<file path="src/rtl/lane_reduce_accumulator_if.sv">
// Beat input stream and group result stream of the lane reduce accumulator.
interface lane_reduce_accumulator_if #(
  parameter int unsigned NUM_LANES = 4,
  parameter int unsigned W         = 8,
  parameter int unsigned ACC_W     = 32,
  parameter int unsigned CNT_W     = 16
);
  logic                   in_valid;
  logic                   in_ready;
  logic [NUM_LANES*W-1:0] in_data;
  logic [NUM_LANES-1:0]   in_mask;
  logic                   in_last;
  logic                   out_valid;
  logic                   out_ready;
  logic [ACC_W-1:0]       out_sum;
  logic [CNT_W-1:0]       out_beats;
  logic                   out_overflow;

  modport master (
    output in_valid, in_data, in_mask, in_last, out_ready,
    input  in_ready, out_valid, out_sum, out_beats, out_overflow
  );

  modport slave (
    input  in_valid, in_data, in_mask, in_last, out_ready,
    output in_ready, out_valid, out_sum, out_beats, out_overflow
  );
endinterface

</file>
<file path="src/rtl/lane_reduce_accumulator.sv">
// Masked lane reduction through a registered binary adder tree, followed by a per-group
// accumulator with beat count and sticky overflow; valid/ready on both sides.
module lane_reduce_accumulator #(
  parameter int unsigned NUM_LANES = 4,
  parameter int unsigned W         = 8,
  parameter int unsigned ACC_W     = 32,
  parameter int unsigned CNT_W     = 16,
  parameter bit          SIGNED    = 1'b0
) (
  input logic                     clock,
  input logic                     reset_n,
  input logic                     clear,
  lane_reduce_accumulator_if.slave bus
);

  localparam int unsigned LEVELS = (NUM_LANES <= 1) ? 1 : $clog2(NUM_LANES);
  localparam int unsigned TW     = W + LEVELS;

  function automatic int unsigned lanes_at(int unsigned lvl);
    return (NUM_LANES + (32'd1 << lvl) - 32'd1) >> lvl;
  endfunction

  logic en;
  logic out_valid_q, out_valid_d;

  // Whole pipeline freezes only while a result is offered and not taken.
  assign en           = !(out_valid_q && !bus.out_ready);
  assign bus.in_ready = en;

  // Level 0 registers the masked lanes; level l holds lanes_at(l) operands of W+l bits.
  for (genvar l = 0; l <= LEVELS; l++) begin : g_lvl
    localparam int unsigned NO = lanes_at(l);
    localparam int unsigned WO = W + l;

    logic [WO-1:0] sum_q [NO];
    logic [WO-1:0] sum_d [NO];
    logic          vld_q, last_q;
    logic          vld_d, last_d;

    if (l == 0) begin : g_in
      always_comb begin
        for (int j = 0; j < NO; j++) begin
          sum_d[j] = bus.in_mask[j] ? bus.in_data[j*W +: W] : '0;
        end
      end
      assign vld_d  = bus.in_valid;
      assign last_d = bus.in_valid & bus.in_last;
    end else begin : g_add
      localparam int unsigned NI = lanes_at(l - 1);

      always_comb begin
        for (int j = 0; j < NO; j++) begin
          sum_d[j] = {SIGNED & g_lvl[l-1].sum_q[2*j][WO-2], g_lvl[l-1].sum_q[2*j]};
          // Odd leftover operand passes through with only the width extension.
          if (2 * j + 1 < NI) begin
            sum_d[j] = sum_d[j] +
                       {SIGNED & g_lvl[l-1].sum_q[2*j+1][WO-2], g_lvl[l-1].sum_q[2*j+1]};
          end
        end
      end
      assign vld_d  = g_lvl[l-1].vld_q;
      assign last_d = g_lvl[l-1].last_q;
    end

    always_ff @(posedge clock or negedge reset_n) begin
      if (!reset_n) begin
        vld_q  <= 1'b0;
        last_q <= 1'b0;
        for (int j = 0; j < NO; j++) begin
          sum_q[j] <= '0;
        end
      end else if (clear) begin
        vld_q  <= 1'b0;
        last_q <= 1'b0;
      end else if (en) begin
        vld_q  <= vld_d;
        last_q <= last_d;
        sum_q  <= sum_d;
      end
    end
  end

  logic [TW-1:0]    tree_sum;
  logic [ACC_W-1:0] tree_ext;
  logic             tree_vld, tree_last;

  assign tree_sum  = g_lvl[LEVELS].sum_q[0];
  assign tree_vld  = g_lvl[LEVELS].vld_q;
  assign tree_last = g_lvl[LEVELS].last_q;

  if (ACC_W > TW) begin : g_ext
    assign tree_ext = {{(ACC_W - TW){SIGNED & tree_sum[TW-1]}}, tree_sum};
  end else begin : g_noext
    assign tree_ext = tree_sum;
  end

  logic [ACC_W-1:0] acc_q, acc_d, out_sum_q, out_sum_d, add_sum;
  logic [CNT_W-1:0] cnt_q, cnt_d, cnt_inc, out_beats_q, out_beats_d;
  logic             ovf_q, ovf_d, out_ovf_q, out_ovf_d;
  logic             add_carry, add_ovf, grp_ovf;

  always_comb begin
    {add_carry, add_sum} = {1'b0, acc_q} + {1'b0, tree_ext};
    if (SIGNED) begin
      add_ovf = (acc_q[ACC_W-1] == tree_ext[ACC_W-1]) && (add_sum[ACC_W-1] != acc_q[ACC_W-1]);
    end else begin
      add_ovf = add_carry;
    end
    grp_ovf = ovf_q | add_ovf;
    cnt_inc = (cnt_q == {CNT_W{1'b1}}) ? cnt_q : cnt_q + 1'b1;

    acc_d       = acc_q;
    cnt_d       = cnt_q;
    ovf_d       = ovf_q;
    out_sum_d   = out_sum_q;
    out_beats_d = out_beats_q;
    out_ovf_d   = out_ovf_q;
    out_valid_d = out_valid_q;

    if (clear) begin
      acc_d       = '0;
      cnt_d       = '0;
      ovf_d       = 1'b0;
      out_valid_d = 1'b0;
    end else if (en) begin
      if (out_valid_q) begin
        out_valid_d = 1'b0;
      end
      if (tree_vld) begin
        if (tree_last) begin
          out_sum_d   = add_sum;
          out_beats_d = cnt_inc;
          out_ovf_d   = grp_ovf;
          out_valid_d = 1'b1;
          acc_d       = '0;
          cnt_d       = '0;
          ovf_d       = 1'b0;
        end else begin
          acc_d = add_sum;
          cnt_d = cnt_inc;
          ovf_d = grp_ovf;
        end
      end
    end
  end

  always_ff @(posedge clock or negedge reset_n) begin
    if (!reset_n) begin
      acc_q       <= '0;
      cnt_q       <= '0;
      ovf_q       <= 1'b0;
      out_sum_q   <= '0;
      out_beats_q <= '0;
      out_ovf_q   <= 1'b0;
      out_valid_q <= 1'b0;
    end else begin
      acc_q       <= acc_d;
      cnt_q       <= cnt_d;
      ovf_q       <= ovf_d;
      out_sum_q   <= out_sum_d;
      out_beats_q <= out_beats_d;
      out_ovf_q   <= out_ovf_d;
      out_valid_q <= out_valid_d;
    end
  end

  assign bus.out_valid    = out_valid_q;
  assign bus.out_sum      = out_sum_q;
  assign bus.out_beats    = out_beats_q;
  assign bus.out_overflow = out_ovf_q;

endmodule

</file>
<file path="src/flat_wrapper.sv">
// flat-port wrapper written by rule: the top's interface ports become plain ports
module lane_reduce_accumulator_flat 
#(
  parameter int unsigned NUM_LANES = 4,
  parameter int unsigned W         = 8,
  parameter int unsigned ACC_W     = 32,
  parameter int unsigned CNT_W     = 16,
  parameter bit          SIGNED    = 1'b0
)
  (clock, reset_n, clear, bus_in_valid, bus_in_data, bus_in_mask, bus_in_last, bus_out_ready, bus_in_ready, bus_out_valid, bus_out_sum, bus_out_beats, bus_out_overflow);
  lane_reduce_accumulator_if #(.NUM_LANES(NUM_LANES), .W(W), .ACC_W(ACC_W), .CNT_W(CNT_W)) bus_i ();
  input logic clock;
  input logic reset_n;
  input logic clear;
  input wire logic [$bits(bus_i.in_valid)-1:0] bus_in_valid;
  input wire logic [$bits(bus_i.in_data)-1:0] bus_in_data;
  input wire logic [$bits(bus_i.in_mask)-1:0] bus_in_mask;
  input wire logic [$bits(bus_i.in_last)-1:0] bus_in_last;
  input wire logic [$bits(bus_i.out_ready)-1:0] bus_out_ready;
  output wire logic [$bits(bus_i.in_ready)-1:0] bus_in_ready;
  output wire logic [$bits(bus_i.out_valid)-1:0] bus_out_valid;
  output wire logic [$bits(bus_i.out_sum)-1:0] bus_out_sum;
  output wire logic [$bits(bus_i.out_beats)-1:0] bus_out_beats;
  output wire logic [$bits(bus_i.out_overflow)-1:0] bus_out_overflow;
  assign bus_i.in_valid = bus_in_valid;
  assign bus_i.in_data = bus_in_data;
  assign bus_i.in_mask = bus_in_mask;
  assign bus_i.in_last = bus_in_last;
  assign bus_i.out_ready = bus_out_ready;
  assign bus_in_ready = bus_i.in_ready;
  assign bus_out_valid = bus_i.out_valid;
  assign bus_out_sum = bus_i.out_sum;
  assign bus_out_beats = bus_i.out_beats;
  assign bus_out_overflow = bus_i.out_overflow;
  lane_reduce_accumulator #(.NUM_LANES(NUM_LANES), .W(W), .ACC_W(ACC_W), .CNT_W(CNT_W), .SIGNED(SIGNED)) u_core (.clock(clock), .reset_n(reset_n), .clear(clear), .bus(bus_i));
endmodule
</file>
<file path="config.mk">
export PLATFORM = sky130hd
export DESIGN_NAME = lane_reduce_accumulator_flat
export DESIGN_NICKNAME = d
export VERILOG_FILES = /design/src/rtl/lane_reduce_accumulator_if.sv /design/src/rtl/lane_reduce_accumulator.sv /design/src/flat_wrapper.sv
export SDC_FILE = /design/constraint.sdc
export NUM_CORES = 1
export LEC_CHECK = 0
export BUFFER_PORTS_ARGS = -buffer_cell sky130_fd_sc_hd__buf_2
export CAP_MARGIN = 20
export CORE_ASPECT_RATIO = 1.1
export CORE_MARGIN = 1
export CORE_UTILIZATION = 30
export DETAILED_ROUTE_END_ITERATION = 10
export PLACE_DENSITY = 0.54
export SLEW_MARGIN = 20
export SYNTH_ARGS = -nofsm -noshare
export SYNTH_HDL_FRONTEND = slang
export SYNTH_SLANG_ARGS = --single-unit
</file>
<file path="constraint.sdc">
create_clock -name clock -period 4.1 [get_ports clock]
set_input_delay 0 -clock clock [delete_from_list [all_inputs] [get_ports clock]]
set_output_delay 0 -clock clock [all_outputs]
set_load 0.01 [all_outputs]
</file>
# Word-level counts from Yosys, hierarchy flattened
# Index checks and enable logic that the tools add are counted.
# classes
addsub	5
eq_ne	2
muxes	33
n_bitwise	4
reduce_logical	7
# ops
operator	count
$mux W32	4
$mux W16	5
$add A32 B10 Y33	1
$mux W8	4
$mux W1	20
$add A8 B8 Y9	2
$add A16 B1 Y16 const B	1
$eq A16 B16 Y1 const B	1
$add A9 B9 Y10	1
$reduce_and A2 Y1	2
$reduce_and A4 Y1	1
$logic_not A1 Y1	2
$ne A2 B2 Y1 const B	1
$not A1 Y1	2
$reduce_bool A2 Y1	1
$and A1 B1 Y1	1
$logic_and A1 B1 Y1	1
$or A1 B1 Y1	1
# word_totals
regBits	165
in_bits	42
elab_cells	71

# Logic depth before layout (Yosys ltp)
# logic_depth
ltp_word	6
depth_mapped	10

# Worst setup path before layout
# No wires, ideal clock.
# synth_path
path_kind	reg2reg
startpoint	register u_core.acc_q[0]
endpoint	register u_core.acc_q[20]
arrival_time_ps	2195
required_time_ps	3982
setup_slack_ps	1787
path_stages_with_launch	11
cell_sequence	dfrtp_1 -> ha_1 -> inv_1 -> fa_1 -> nand2b_1 -> a21oi_2 -> o221ai_2 -> buf_4 -> a211oi_1 -> o21ai_0 -> a21o_1
# synth_between
elab_chain_cells	5
# synth_rtl
item	line_no	source
start, declared	lane_reduce_accumulator.sv:97	logic [ACC_W-1:0] acc_q, acc_d, out_sum_q, out_sum_d, add_sum;
start signal, assigned	lane_reduce_accumulator.sv:149	acc_q <= '0;
start signal, assigned	lane_reduce_accumulator.sv:157	acc_q <= acc_d;
$add A32 B10 Y33	lane_reduce_accumulator.sv:103	{add_carry, add_sum} = {1'b0, acc_q} + {1'b0, tree_ext};
$mux W32	lane_reduce_accumulator.sv:130	if (tree_last) begin
$mux W32	lane_reduce_accumulator.sv:129	if (tree_vld) begin
$mux W32	lane_reduce_accumulator.sv:125	end else if (en) begin
$mux W32	lane_reduce_accumulator.sv:120	if (clear) begin
# No other way between the ends. The select of a mux whose other input is x is not followed.
# A chain may end at the register's enable or synchronous reset.

# Worst setup path after layout
# layout_path
startpoint	register u_core.acc_q[5]
endpoint	register u_core.acc_q[12]
# Same word-level chain as after synthesis.

==> flow_summary_export.csv <==
group,metric,value,unit
routing,via_per_inst,4.97,
synth,synth_edf_count,0,
routing,drt_wl_total,21500,um
clocking,numCtsBuffers,17,
routing,wl_met3,745,um
die,fp.dieW,166,um
synth,synth_area,8870,um^2
die,io_pins,93,
routing,first_pass_iters,7,
sta,finalSetupViolations,0,
power_and_ir_drop,p_total,4030,uW
worst_setup_path,crit_type,"reg -> reg",
clocking,cts_tree,"done",
worst_setup_path,reg2reg_depth,7,
clocking,insertion_delay,0.43,ns
cells_and_area,n_fill_cell,2894,
sta,timing.final.crit_share,0.670,
sta,worst_pin_slew,0.943,ns
die,placementRows,65,
synth,synth-main-ff-cell,"dfrtp_1",
sta,hold_viol,0,
routing,top_layer,"met4",
cells_and_area,area_growth,23.6,%
clocking,postCtsSetupBuffers,0,
worst_setup_path,regToRegSetupSlack,1.35,ns
cells_and_area,diodes,0,
global_routing,grt_pass1_wl,36500,um
global_routing,grt_max_degree,92,
power_and_ir_drop,p_per_area,367,nW/um^2
sta,layout_min_cycle_time,2.75,ns
global_routing,antenna_found_initial,0,
synth,ys_seq_elements,165,
cells_and_area,drive_gt1_frac,0.148,
synth,syn_inst,957,
worst_setup_path,critPathCaptureType,"flip-flop",
routing,wl_met2,10200,um
routing,wl_per_cell,14.6,um
worst_setup_path,cp-start-kind,"flip-flop",
worst_setup_path,worstPathMaxFanout,12,
clocking,cts-root-buf,"clkbuf_16",
synth,synthArstFlopShare,1.00,
sta,fmax,0.364,GHz
worst_setup_path,cp-endpoint,"u_core.acc_q[12]",
clocking,cts.sink_count,165,
placement,finalWeightedCongestion,0.780,
sta,grt_setup_unrepaired,"false",
routing,drc,7,
power_and_ir_drop,ir_drop,0.272,mV
worst_setup_path,worstPathRequired,4.43,ns
sta,fin_tns_setup,0,ns
die,core_area,28900,um^2
cells_and_area,mostFrequentLayoutCells,"nand2_1, dfrtp_1, buf_2",
placement,hpwl,14200,um
routing,drt_iter0_drc,417,
cells_and_area,final_util,0.380,
clocking,clkSlewWorstSetupHoldPaths,0.07,ns
min_path,holdCritPathClass,"in -> async",
placement,io_buffers,92,
routing,met1Wirelength,10300,um
global_routing,grt_pass1_vias,7252,
routing,vias,7338,
job,maxCapViolations,0,
synth,avgSynthCellArea,9.27,um^2
die,start_util,0.307,
sta,clock_skew,0.0157,ns
sta,slew_viol_final,0,
worst_setup_path,cp-startpoint,"u_core.acc_q[5]",
synth,synth_nets,1039,
sta,fin_hold_ws,0.178,ns
clocking,cts-resized-gates,0,
synth,ys_seq_area_frac,0.465,
global_routing,track_usage,0.148,
die,dieArea,30300,um^2
worst_setup_path,arrival,3.08,ns
synth,yosysUniqueCellTypes,67,
synth,yosys_warnings,0,
run_status,status,"complete, but fails checks",
cells_and_area,final_common_cell,"nand2_1",
clocking,cts_buffer_depth,2,
global_routing,overflow,0,
run_status,failed_checks,"design-rule violations",
worst_setup_path,r2r_end,"u_core.acc_q[12]",
die,die_y,182,um
clocking,htree_levels,4,
sta,maxSlewHeadroom,0.372,
power_and_ir_drop,leakage,0.00500,uW
routing,postRouteAntennaNets,0,
worst_setup_path,rr_startpoint,"u_core.acc_q[5]",
cells_and_area,nets,1177,
[critical path, cell delays in order (launching register included)]
cell	delay (ns)
dfrtp_1	0.38
ha_1	0.37
a21o_1	0.20
or3_1	0.32
o221ai_2	0.73
a21o_1	0.33
o21ai_0	0.12
a31oi_1	0.21
[metal layers]
metal  vias to the layer above  GRT usage
met5                         -          0
met4                         0     0.0479
met3                        15     0.0258
met2                       111      0.248
met1                      3510      0.195
li1                       3702          -
[repair_timing]
action                     CTS  global route
hold endpoints to repair   128             0
setup endpoints to repair    0             0
hold buffers                72             0
[registers in the layout, summed over array words and instances (netlist names)]
signal	cells
u_core.g_lvl.last_q	3
u_core.acc_q	32
u_core.g_lvl.vld_q	3
u_core.cnt_q	16
u_core.bus.out_valid	1
u_core.bus.out_beats	16
u_core.bus.out_sum	32
u_core.bus.out_overflow	1
u_core.ovf_q	1
u_core.g_lvl.sum_q	60
[logic make-up after synthesis]
kind of cell / after synthesis / synth area share
AOI/OAI and AO/OA: 267 / 0.198
muxes: 4 / 0.00480
DFF: 165 / 0.465
adders and majority gates: 40 / 0.0598
buffers and inverters: 86 / 0.0389
and+or+nand+nor: 358 / 0.197
xor gates and xnor gates: 37 / 0.0365
[through the flow]
step	setup slack (ns)	std cells	cell area [um^2]
detailed placement	1.37	1372	9690
global route	1.17	1476	11000
finish	1.35	1476	11000
floorplan	1.79	957	8870
global placement	1.37	1372	9690
CTS	1.35	1476	11000
[worst min path at each step]
stage	to	cells after the start	startpoint	slack [ns]
finish	u_core.bus.out_beats[4]	2	reset_n	0.18
global route	u_core.bus.out_beats[3]	2	reset_n	0.31
CTS	u_core.bus.out_beats[4]	2	reset_n	0.26
detailed placement	u_core.bus.out_beats[4]	1	reset_n	0.16
global placement	u_core.bus.out_beats[4]	1	reset_n	0.15
floorplan	u_core.acc_q[0]	0	reset_n	-0.30
[power by group]
group / leakage [uW] / switching (uW) / internal, uW / total [uW]
Clock: 0.000254 / 675 / 857 / 1530
Combinational: 0.00252 / 383 / 294 / 677
Sequential: 0.00223 / 75.6 / 1740 / 1820
[final cells by class]
| class | instances | area [um^2] | area share |
|---|---|---|---|
| multi-input cells | 706 | 4420 | 0.403 |
| flip-flops and latches | 165 | 4130 | 0.376 |
| repair buffers | 178 | 1310 | 0.119 |
| well taps | 368 | 460 | 0.0420 |
| clock buffers | 22 | 454 | 0.0414 |
| inverters | 27 | 101 | 0.00924 |
| clock inverters | 10 | 98.8 | 0.00901 |
[synthesized netlist by cell type (all sizes together), types with 16 or more instances]
master	n	area, um^2
nor2	38	143
o31ai	21	158
ha	36	450
a21oi	45	229
clkbuf	44	165
dfrtp	165	4130
xnor2	23	201
nand2	178	668
a31oi	40	250
nand3	59	325
o21ai	80	400
inv	27	101
a21o	16	120
(Power assumes the default switching activity.)
